[src/rtl/mesure_echo.sv]
// Echo-timing stage: issues the sensor trigger, times the echo in divider ticks,
// and publishes Distance/Valid or Timeout. Define MESURE_AVG_EN for a 4-sample mean.
module mesure_echo #(
  parameter int unsigned TRIG_CYCLES   = 500,
  parameter int unsigned TIMEOUT_TICKS = 400,
  parameter int unsigned HOLDOFF_TICKS = 1000,
  parameter int unsigned DIST_W        = 16
) (
  input  logic              Clk,
  input  logic              Rst_n,
  input  logic              Tick,
  input  logic              Start,
  input  logic              Echo,
  output logic              Trig,
  output logic [DIST_W-1:0] Distance,
  output logic              Valid,
  output logic              Timeout,
  output logic              Busy
);

  localparam int unsigned CYC_W  = $clog2(TRIG_CYCLES + 1);
  localparam int unsigned HOLD_W = $clog2(HOLDOFF_TICKS + 1);

  localparam logic [CYC_W-1:0]  TRIG_LAST = CYC_W'(TRIG_CYCLES - 1);
  localparam logic [DIST_W-1:0] TO_MAX    = DIST_W'(TIMEOUT_TICKS);
  localparam logic [HOLD_W-1:0] HOLD_LAST = HOLD_W'(HOLDOFF_TICKS - 1);

  typedef enum logic [2:0] {
    IDLE,
    TRIG,
    WAIT_RISE,
    COUNT,
    HOLDOFF
  } state_t;

  state_t state, state_d;

  logic              tick_q, tick_en;
  logic              echo_m, echo_s, echo_q, echo_rise;
  logic [CYC_W-1:0]  cyc_cnt, cyc_cnt_d;
  logic [DIST_W-1:0] tick_cnt, tick_cnt_d, tick_inc;
  logic [HOLD_W-1:0] hold_cnt, hold_cnt_d;
  logic              valid_d, timeout_d;
  logic [DIST_W-1:0] dist_d;

  assign tick_en   = Tick & ~tick_q;
  assign echo_rise = echo_s & ~echo_q;
  assign tick_inc  = tick_cnt + 1'b1;

  always_ff @(posedge Clk) begin
    if (!Rst_n) state <= IDLE;
    else        state <= state_d;
  end

  always_comb begin
    state_d    = state;
    cyc_cnt_d  = cyc_cnt;
    tick_cnt_d = tick_cnt;
    hold_cnt_d = hold_cnt;
    valid_d    = 1'b0;
    timeout_d  = 1'b0;
    unique case (state)
      IDLE: begin
        cyc_cnt_d  = '0;
        tick_cnt_d = '0;
        hold_cnt_d = '0;
        if (Start) state_d = TRIG;
      end
      TRIG: begin
        if (cyc_cnt == TRIG_LAST) begin
          state_d    = WAIT_RISE;
          tick_cnt_d = '0;
        end else begin
          cyc_cnt_d = cyc_cnt + 1'b1;
        end
      end
      WAIT_RISE: begin
        if (echo_rise) begin
          state_d    = COUNT;
          tick_cnt_d = '0;
        end else if (tick_en) begin
          tick_cnt_d = tick_inc;
          if (tick_inc == TO_MAX) begin
            timeout_d  = 1'b1;
            hold_cnt_d = '0;
            state_d    = HOLDOFF;
          end
        end
      end
      COUNT: begin
        // Echo fall is checked first so it beats a coincident tick or timeout.
        if (!echo_s) begin
          valid_d    = 1'b1;
          hold_cnt_d = '0;
          state_d    = HOLDOFF;
        end else if (tick_en) begin
          tick_cnt_d = tick_inc;
          if (tick_inc == TO_MAX) begin
            timeout_d  = 1'b1;
            hold_cnt_d = '0;
            state_d    = HOLDOFF;
          end
        end
      end
      HOLDOFF: begin
        if (tick_en) begin
          if (hold_cnt == HOLD_LAST) state_d = IDLE;
          else                       hold_cnt_d = hold_cnt + 1'b1;
        end
      end
      default: state_d = IDLE;
    endcase
  end

`ifdef MESURE_AVG_EN
  logic [DIST_W-1:0] hist [3];
  logic              hist_full;
  logic [DIST_W+1:0] avg_sum;

  // Until the first result lands, the history reads as copies of the new count.
  always_comb begin
    avg_sum = {2'b00, tick_cnt};
    for (int unsigned k = 0; k < 3; k++)
      avg_sum += {2'b00, (hist_full ? hist[k] : tick_cnt)};
  end

  assign dist_d = avg_sum[DIST_W+1:2];

  always_ff @(posedge Clk) begin
    if (!Rst_n) begin
      hist_full <= 1'b0;
      for (int unsigned k = 0; k < 3; k++) hist[k] <= '0;
    end else if (valid_d) begin
      hist_full <= 1'b1;
      hist[0]   <= tick_cnt;
      hist[1]   <= hist_full ? hist[0] : tick_cnt;
      hist[2]   <= hist_full ? hist[1] : tick_cnt;
    end
  end
`else
  assign dist_d = tick_cnt;
`endif

  always_ff @(posedge Clk) begin
    if (!Rst_n) begin
      tick_q   <= 1'b0;
      echo_m   <= 1'b0;
      echo_s   <= 1'b0;
      echo_q   <= 1'b0;
      cyc_cnt  <= '0;
      tick_cnt <= '0;
      hold_cnt <= '0;
      Trig     <= 1'b0;
      Busy     <= 1'b0;
      Valid    <= 1'b0;
      Timeout  <= 1'b0;
      Distance <= '0;
    end else begin
      tick_q   <= Tick;
      echo_m   <= Echo;
      echo_s   <= echo_m;
      echo_q   <= echo_s;
      cyc_cnt  <= cyc_cnt_d;
      tick_cnt <= tick_cnt_d;
      hold_cnt <= hold_cnt_d;
      Trig     <= (state == TRIG);
      Busy     <= (state != IDLE);
      Valid    <= valid_d;
      Timeout  <= timeout_d;
      if (valid_d) Distance <= dist_d;
    end
  end

endmodule
[config.mk]
export PLATFORM = sky130hd
export DESIGN_NAME = mesure_echo
export DESIGN_NICKNAME = d
export VERILOG_FILES = /design/src/rtl/mesure_echo.sv
export SDC_FILE = /design/constraint.sdc
export NUM_CORES = 1
export LEC_CHECK = 0
export ABC_AREA = 1
export CORE_ASPECT_RATIO = 2
export CORE_MARGIN = 10
export CORE_UTILIZATION = 25
export DETAILED_ROUTE_END_ITERATION = 10
export DONT_BUFFER_PORTS = 1
export GPL_ROUTABILITY_DRIVEN = 0
export PLACE_DENSITY = 0.48
export SETUP_SLACK_MARGIN = 0.15
export SKIP_LAST_GASP = 1
export SLEW_MARGIN = 20
export SYNTH_ARGS = -nofsm -noshare
export SYNTH_HDL_FRONTEND = slang
export SYNTH_SLANG_ARGS = --single-unit
[constraint.sdc]
create_clock -name Clk -period 2.2 [get_ports Clk]
set_input_delay 0.33 -clock Clk [delete_from_list [all_inputs] [get_ports Clk]]
set_output_delay 0.33 -clock Clk [all_outputs]
set_load 0.005 [all_outputs]
After elaboration in Yosys (flattened, before gate mapping)
Cells that the tools add are included.
- bits in registers: 62
- input bits: 5
- logic and storage cells: 74
- add/sub/neg operators: 3
- equal/unequal tests: 15
- mux-type cells: 30
- bitwise gates (word level): 4
- reduce and logical (&&, ||, !) cells: 9
- operator list (operator ; number):
    $mux 16 ; 4
    $pmux 16 s4 ; 1
    $mux 10 ; 6
    $pmux 10 s4 ; 1
    $mux 3 ; 8
    $pmux 9 s2 ; 1
    $add 16x1->16 const B ; 1
    $eq 16x9->1 const B ; 1
    $ne 2x2->1 const B ; 8
    $pmux 3 s5 ; 1
    $add 10x1->10 const B ; 1
    $eq 10x10->1 const B ; 1
    $add 9x1->9 const B ; 1
    $eq 9x9->1 const B ; 1
    $mux 9 ; 1
    $reduce_and 4->1 ; 2
    $reduce_bool 4->1 ; 2
    $eq 3x2->1 const B ; 2
    $mux 1 ; 6
    $eq 3x1->1 const B ; 1
    $eq 3x3->1 const B ; 1
    $logic_not 3->1 ; 1
    $reduce_and 3->1 ; 1
    $reduce_bool 3->1 ; 1
    5 further kinds ; 7

Logic depth before layout (Yosys ltp)
- depth after elaboration: 6
- depth in mapped cells: 14
- mapped depth without buffers: 14

Worst setup path after synthesis
No wires, ideal clock.
- path kind: register -> register
- start: register tick_cnt[1] (netlist: dist_d[1])
- end: register hold_cnt[4]
- arrival time: 1.614 ns
- data required time: 2.086 ns
- setup slack: 0.472 ns
- cell stages (with the launch flop): 15
- path buffers: 0
- clock period less this slack: 1.728 ns
- cell sequence: dfxtp_1 -> ha_1 -> nand3_1 -> nor2_4 -> nand2_1 -> nand2_1 -> nand2_1 -> nor2_1 -> nand2_1 -> nor2_1 -> nand2_2 -> nand3_4 -> nand2_4 -> nand2_2 -> a21oi_2
- longest elaborated chain between the ends: 6
- ends and longest elaborated chain (what ; RTL line ; text):
    start, declared ; 41 ; logic [DIST_W-1:0] tick_cnt, tick_cnt_d, tick_inc;
    start signal, assigned ; 164 ; tick_cnt <= tick_cnt_d;
    $add 16x1->16 * ; 48 ; assign tick_inc = tick_cnt + 1'b1;
    $eq 16x9->1 * ; 83, 98 ;
    $mux 10 * (2 in series) ; - ;
    $mux 10 (on tied branches) ; - ;
    $pmux 10 s4 * ; - ;
    end signal, assigned ; 165 ; hold_cnt <= hold_cnt_d;
    end, declared ; 42 ; logic [HOLD_W-1:0] hold_cnt, hold_cnt_d;
Mark *: on every way between the ends. The rest lies on a longest branch, timed or not. The select of a mux whose other input is x is not followed.
A chain may end at the register's enable or synchronous reset.

Worst setup path in the final report
Same ends and word-level chain as after synthesis.

==> tab_implementation.tex <==
\begin{tabular}{lr}
\hline
Metric & Value \\
\hline
\multicolumn{2}{l}{\textbf{Critical path}} \\
\quad Cells along the critical path & ha\_4 > nand2\_1 > nor2\_2 > nand2\_1 > xor2\_1 > nor2\_1 > nand2\_1 > nor2\_2 > nand2\_4 > nand3\_4 > nand2\_4 > nand2\_2 > a21oi\_2 \\
\quad Setup slack on the worst flop-to-flop path & 0.29 ns \\
\quad Stages on worst setup path & 13 \\
\quad Launching element type of the critical path & flop \\
\quad Launch point of the worst reg-to-reg path & dist\_d[1] \\
\quad Terminus of the critical flop-to-flop path & hold\_cnt[4] \\
\quad Highest fanout seen on the critical path & 6 \\
\quad Delay of the slowest cell on the worst path & 0.37 ns \\
\quad Master of the slowest instance on the critical path & sky130\_fd\_sc\_hd\_\_dfxtp\_2 \\
\quad Number of cells on the worst reg-to-reg path & 13 \\
\quad Data arrival time of the worst path & 2.10 ns \\
\quad Type of the worst setup path & reg2reg \\
\quad Dominant cell type by count on the critical path & sky130\_fd\_sc\_hd\_\_nand2\_1 \\
\quad CP endpoint kind & flop \\
\quad Worst path buffer plus inverter count & 0 \\
\quad Timing startpoint of the critical path & dist\_d[1] \\
\quad Data required time of the critical path & 2.39 ns \\
\quad Destination of the critical timing path & hold\_cnt[4] \\
\quad Family with the most delay on the worst path & simple AND/OR/NAND/NOR gates \\
\multicolumn{2}{l}{\textbf{Clocking}} \\
\quad Clock Sink Count & 62 \\
\quad Worst-Skew Late Latency & 0.33 ns \\
\quad Clock transition at path regs & 0.05 ns \\
\quad Library cell used as clock root buffer & sky130\_fd\_sc\_hd\_\_clkbuf\_16 \\
\quad Number of hold-repair buffers added at the cts stage & 0 \\
\quad Deepest clock path buffer count & 2 \\
\quad Number of buffers created by CTS & 9 \\
\quad Number of H-tree branching levels & 3 \\
\quad CTS tree & yes \\
\multicolumn{2}{l}{\textbf{STA}} \\
\quad Share of the cycle needed by the critical path after routing & 86.7\% \\
\quad Measured slew at the worst slew-check pin & 0.482 ns \\
\quad Total count of hold-check failures in the final report & 0 \\
\quad Pins over their slew limit & 0 \\
\quad Fmax & 0.524 GHz \\
\quad Aggregate negative setup slack & 0 ns \\
\quad Max Clock Skew & 0.00645 ns \\
\quad Shortest period the worst path allows & 1.91 ns \\
\quad Final count of negative-setup-slack endpoints & 0 \\
\quad Unrepaired setup endpoints after global routing & yes \\
\quad Tightest slew margin relative to the limit & 67.9\% \\
\multicolumn{2}{l}{\textbf{Layout}} \\
\quad Filler cells & 1,294 \\
\quad Non-Filler Cell Area, Final & 0.00363 mm\^{}2 \\
\quad Count of inserted antenna diode cells & 0 \\
\quad FF/Latch Area & 0.00125 mm\^{}2 \\
\quad Total area of multi-input combinational cells & 0.00163 mm\^{}2 \\
\quad Layout area overhead & 19.4\% \\
\quad Share of cells above drive strength 1 & 18.8\% \\
\quad \# nets final & 445 \\
\multicolumn{2}{l}{\textbf{Global routing}} \\
\quad Largest net degree at the start of global routing & 32 \\
\quad Wire length of the first global-routing pass & 13.4 mm \\
\quad GRT Overall Usage & 9.57\% \\
\quad Grt ovf & 0 \\
\quad Vias in the first global route & 2,741 \\
\quad Number of antenna violations at the first check in global routing & 1 \\
\multicolumn{2}{l}{\textbf{Floorplanning}} \\
\quad Std cell rows & 57 \\
\quad Std-Cell Core Area & 0.0121 mm\^{}2 \\
\quad Die Y-Extent & 176 um \\
\quad Top-level port count & 25 \\
\quad Area enclosed by the die boundary & 0.0173 mm\^{}2 \\
\quad Initial standard-cell utilization of the core & 25.3\% \\
\quad Chip Width & 98.0 um \\
\multicolumn{2}{l}{\textbf{Logic synthesis}} \\
\quad Post-synthesis instance area & 0.00305 mm\^{}2 \\
\quad Sequential fraction of the synthesis area & 40.8\% \\
\quad Mean instance size in the synthesized netlist & 7.17 um\^{}2 \\
\quad Leading cell types by total area after synthesis & sky130\_fd\_sc\_hd\_\_dfxtp\_1 (41\%), sky130\_fd\_sc\_hd\_\_nand2\_1 (9.2\%), sky130\_fd\_sc\_hd\_\_o21ai\_0 (6.6\%) \\
\quad Count of unique library cells instantiated by Yosys & 36 \\
\quad Yosys top cell area share & 40.8\% \\
\quad Top cell type by total area after synthesis & sky130\_fd\_sc\_hd\_\_dfxtp\_1 \\
\quad Number of synthesized register bits & 62 \\
\quad Number of instances in the synthesized netlist & 425 \\
\quad Warning count from the yosys run & 0 \\
\quad Post-Synthesis Net Count & 433 \\
\multicolumn{2}{l}{\textbf{Drt}} \\
\quad Total number of vias & 2,825 \\
\quad Post-detailed-route DRC marker count & 0 \\
\quad Final Routed Wirelength & 8.27 mm \\
\quad Routed len/inst & 14.1 um \\
\quad Detailed-routing iteration count for the pre-antenna-repair pass & 5 \\
\quad First-iteration detailed-routing DRC count & 126 \\
\quad Average vias per placed instance & 4.80 \\
\quad Post-detailed-route count of antenna-violating nets & 0 \\
\multicolumn{2}{l}{\textbf{Power and ir drop}} \\
\quad Total power draw & 3.43 mW \\
\quad Static Leakage & 1.33 nW \\
\quad Pwr per Cell Area & 943 mW/mm\^{}2 \\
\quad Worst vdd ir & 0.498 mV \\
\multicolumn{2}{l}{\textbf{Run}} \\
\quad Max-cap violations & 0 \\
\multicolumn{2}{l}{\textbf{Placed design}} \\
\quad Total placed instance area & 0.00323 mm\^{}2 \\
\quad Detail Placement HPWL & 6.35 mm \\
\quad Count of buffers from port buffering & 0 \\
\multicolumn{2}{l}{\textbf{Outcome}} \\
\quad Run status & finished clean \\
\multicolumn{2}{l}{\textbf{Worst hold path}} \\
\quad HP Class & in2reg \\
\quad Worst Hold Path Cells & 2 \\
\hline
\end{tabular}
[power breakdown]
part / total, mW / switching, mW / internal [mW]
logic: 0.857 / 0.567 / 0.290
clock network: 1.22 / 0.473 / 0.745
registers: 1.35 / 0.113 / 1.24
[stage by stage]
stage / util, % / hold WS (ns) / setup slack [ns] / cells
after global placement: 26.8 / 0.400 / 0.148 / 567
final: 30.2 / 0.0957 / 0.292 / 588
after global routing: 30.2 / 0.0842 / 0.126 / 588
after detailed placement: 26.8 / 0.402 / 0.173 / 567
after CTS: 28.9 / 0.0815 / 0.152 / 582
after floorplan: - / 0.390 / 0.472 / 425
[cells in the mapped netlist]
library cell,n
sky130_fd_sc_hd__nand2_1,75
sky130_fd_sc_hd__dfxtp_1,62
sky130_fd_sc_hd__inv_1,48
sky130_fd_sc_hd__nor2_1,43
sky130_fd_sc_hd__o21ai_0,40
sky130_fd_sc_hd__a21oi_1,36
sky130_fd_sc_hd__nand3_1,25
sky130_fd_sc_hd__a31oi_1,11
sky130_fd_sc_hd__nand4_1,10
sky130_fd_sc_hd__nand2_2,8
sky130_fd_sc_hd__nor3_1,8
sky130_fd_sc_hd__inv_2,7
sky130_fd_sc_hd__clkbuf_1,6
sky130_fd_sc_hd__nor2_2,5
sky130_fd_sc_hd__xor2_1,5
sky130_fd_sc_hd__a21oi_2,4
sky130_fd_sc_hd__a211oi_1,3
sky130_fd_sc_hd__buf_2,3
sky130_fd_sc_hd__ha_1,3
sky130_fd_sc_hd__nand3b_1,3
sky130_fd_sc_hd__nor2_4,3
sky130_fd_sc_hd__nand2_4,2
sky130_fd_sc_hd__nor3_2,2
sky130_fd_sc_hd__a21oi_4,1
sky130_fd_sc_hd__and3_1,1
sky130_fd_sc_hd__buf_6,1
sky130_fd_sc_hd__dlygate4sd1_1,1
sky130_fd_sc_hd__nand3_2,1
sky130_fd_sc_hd__nand3_4,1
sky130_fd_sc_hd__nor3b_1,1
sky130_fd_sc_hd__o211a_1,1
sky130_fd_sc_hd__o21a_1,1
sky130_fd_sc_hd__o21ai_1,1
sky130_fd_sc_hd__or2_1,1
sky130_fd_sc_hd__or2_2,1
sky130_fd_sc_hd__xnor2_1,1
[layer usage]
layer / track usage [%] / routed length [um]
met5: 0 / 7
met3: 3.25 / 394
met4: 5.05 / 375
met2: 18.2 / 4570
met1: 8.55 / 2920
[placed cells by master, fill, tap and decap left out, types with 2 or more instances in the layout]
cell                         count
sky130_fd_sc_hd__nand2_1        72
sky130_fd_sc_hd__dfxtp_1        55
sky130_fd_sc_hd__inv_1          46
sky130_fd_sc_hd__nor2_1         38
sky130_fd_sc_hd__o21ai_0        38
sky130_fd_sc_hd__a21oi_1        36
sky130_fd_sc_hd__nand3_1        22
sky130_fd_sc_hd__a31oi_1        11
sky130_fd_sc_hd__nand4_1        10
sky130_fd_sc_hd__buf_4          10
sky130_fd_sc_hd__clkbuf_16       9
sky130_fd_sc_hd__inv_2           8
sky130_fd_sc_hd__nand2_2         8
sky130_fd_sc_hd__nor3_1          8
sky130_fd_sc_hd__nor2_2          7
sky130_fd_sc_hd__dfxtp_2         7
sky130_fd_sc_hd__nor2_4          6
sky130_fd_sc_hd__nand2_4         5
sky130_fd_sc_hd__nand3_2         4
sky130_fd_sc_hd__xor2_1          4
sky130_fd_sc_hd__a21oi_2         4
sky130_fd_sc_hd__clkinv_2        4
sky130_fd_sc_hd__clkinvlp_4      3
sky130_fd_sc_hd__o21ai_1         3
sky130_fd_sc_hd__a211oi_1        3
sky130_fd_sc_hd__nand3b_1        3
sky130_fd_sc_hd__ha_1            2
[flip-flops by register name (all words and copies together), names as in the netlist]
signal and cells:
echo_q 1, echo_m 1, cyc_cnt 9, Distance 16, Timeout 1, Valid 1, Trig 1, state 3
dist_d 16, echo_s 1, tick_q 1, hold_cnt 10, Busy 1
[cells by family after synthesis]
kind of cell / Yosys count / share of synthesized area (%)
flip-flops: 62 / 40.8
AND/OR/NAND/NOR: 190 / 29.7
adder cells (fa/ha/maj): 3 / 1.23
AO/OA/AOI/OAI: 98 / 17.9
buffers and inverters: 66 / 8.67
XOR/XNOR: 6 / 1.73
[how the worst min path moves through the flow]
stage               endpoint  startpoint
finish                tick_q        Tick
floorplan             echo_s      echo_m
global route          tick_q        Tick
detailed placement    echo_s      echo_m
CTS                   tick_q        Tick
global placement      echo_s      echo_m
[area by class of cell]
| class | count | share of cell area [%] |
|---|---|---|
| Timing Repair Buffer | 11 | 2.62 |
| Timing Repair inverter | 1 | 0.207 |
| Multi-Input combinational cell | 297 | 44.9 |
| Inverter | 55 | 5.78 |
| Sequential cell | 62 | 34.4 |
| Clock buffer | 10 | 6.30 |
| Tap cell | 147 | 5.06 |
| Clock inverter | 5 | 0.757 |
[worst register-to-register path: stages (launching register included)]
cell and delay, ns:
sky130_fd_sc_hd__dfxtp_2 0.37, sky130_fd_sc_hd__ha_4 0.16, sky130_fd_sc_hd__nand2_1 0.09, sky130_fd_sc_hd__nor2_2 0.12, sky130_fd_sc_hd__nand2_1 0.08, sky130_fd_sc_hd__xor2_1 0.16, sky130_fd_sc_hd__nor2_1 0.10, sky130_fd_sc_hd__nand2_1 0.10
sky130_fd_sc_hd__nor2_2 0.17, sky130_fd_sc_hd__nand2_4 0.10, sky130_fd_sc_hd__nand3_4 0.11, sky130_fd_sc_hd__nand2_4 0.08, sky130_fd_sc_hd__nand2_2 0.07, sky130_fd_sc_hd__a21oi_2 0.05
[timing repair]
item | 4_1_cts | 5_1_grt
pin swaps | 0 | 7
setup endpoints to repair | 1 | 33
endpoints found under the hold margin | 0 | 0
cloned | 0 | 1
setup buffers | 0 | 5
resized for setup | 1 | 32
Power figures use the tool's default switching activity.
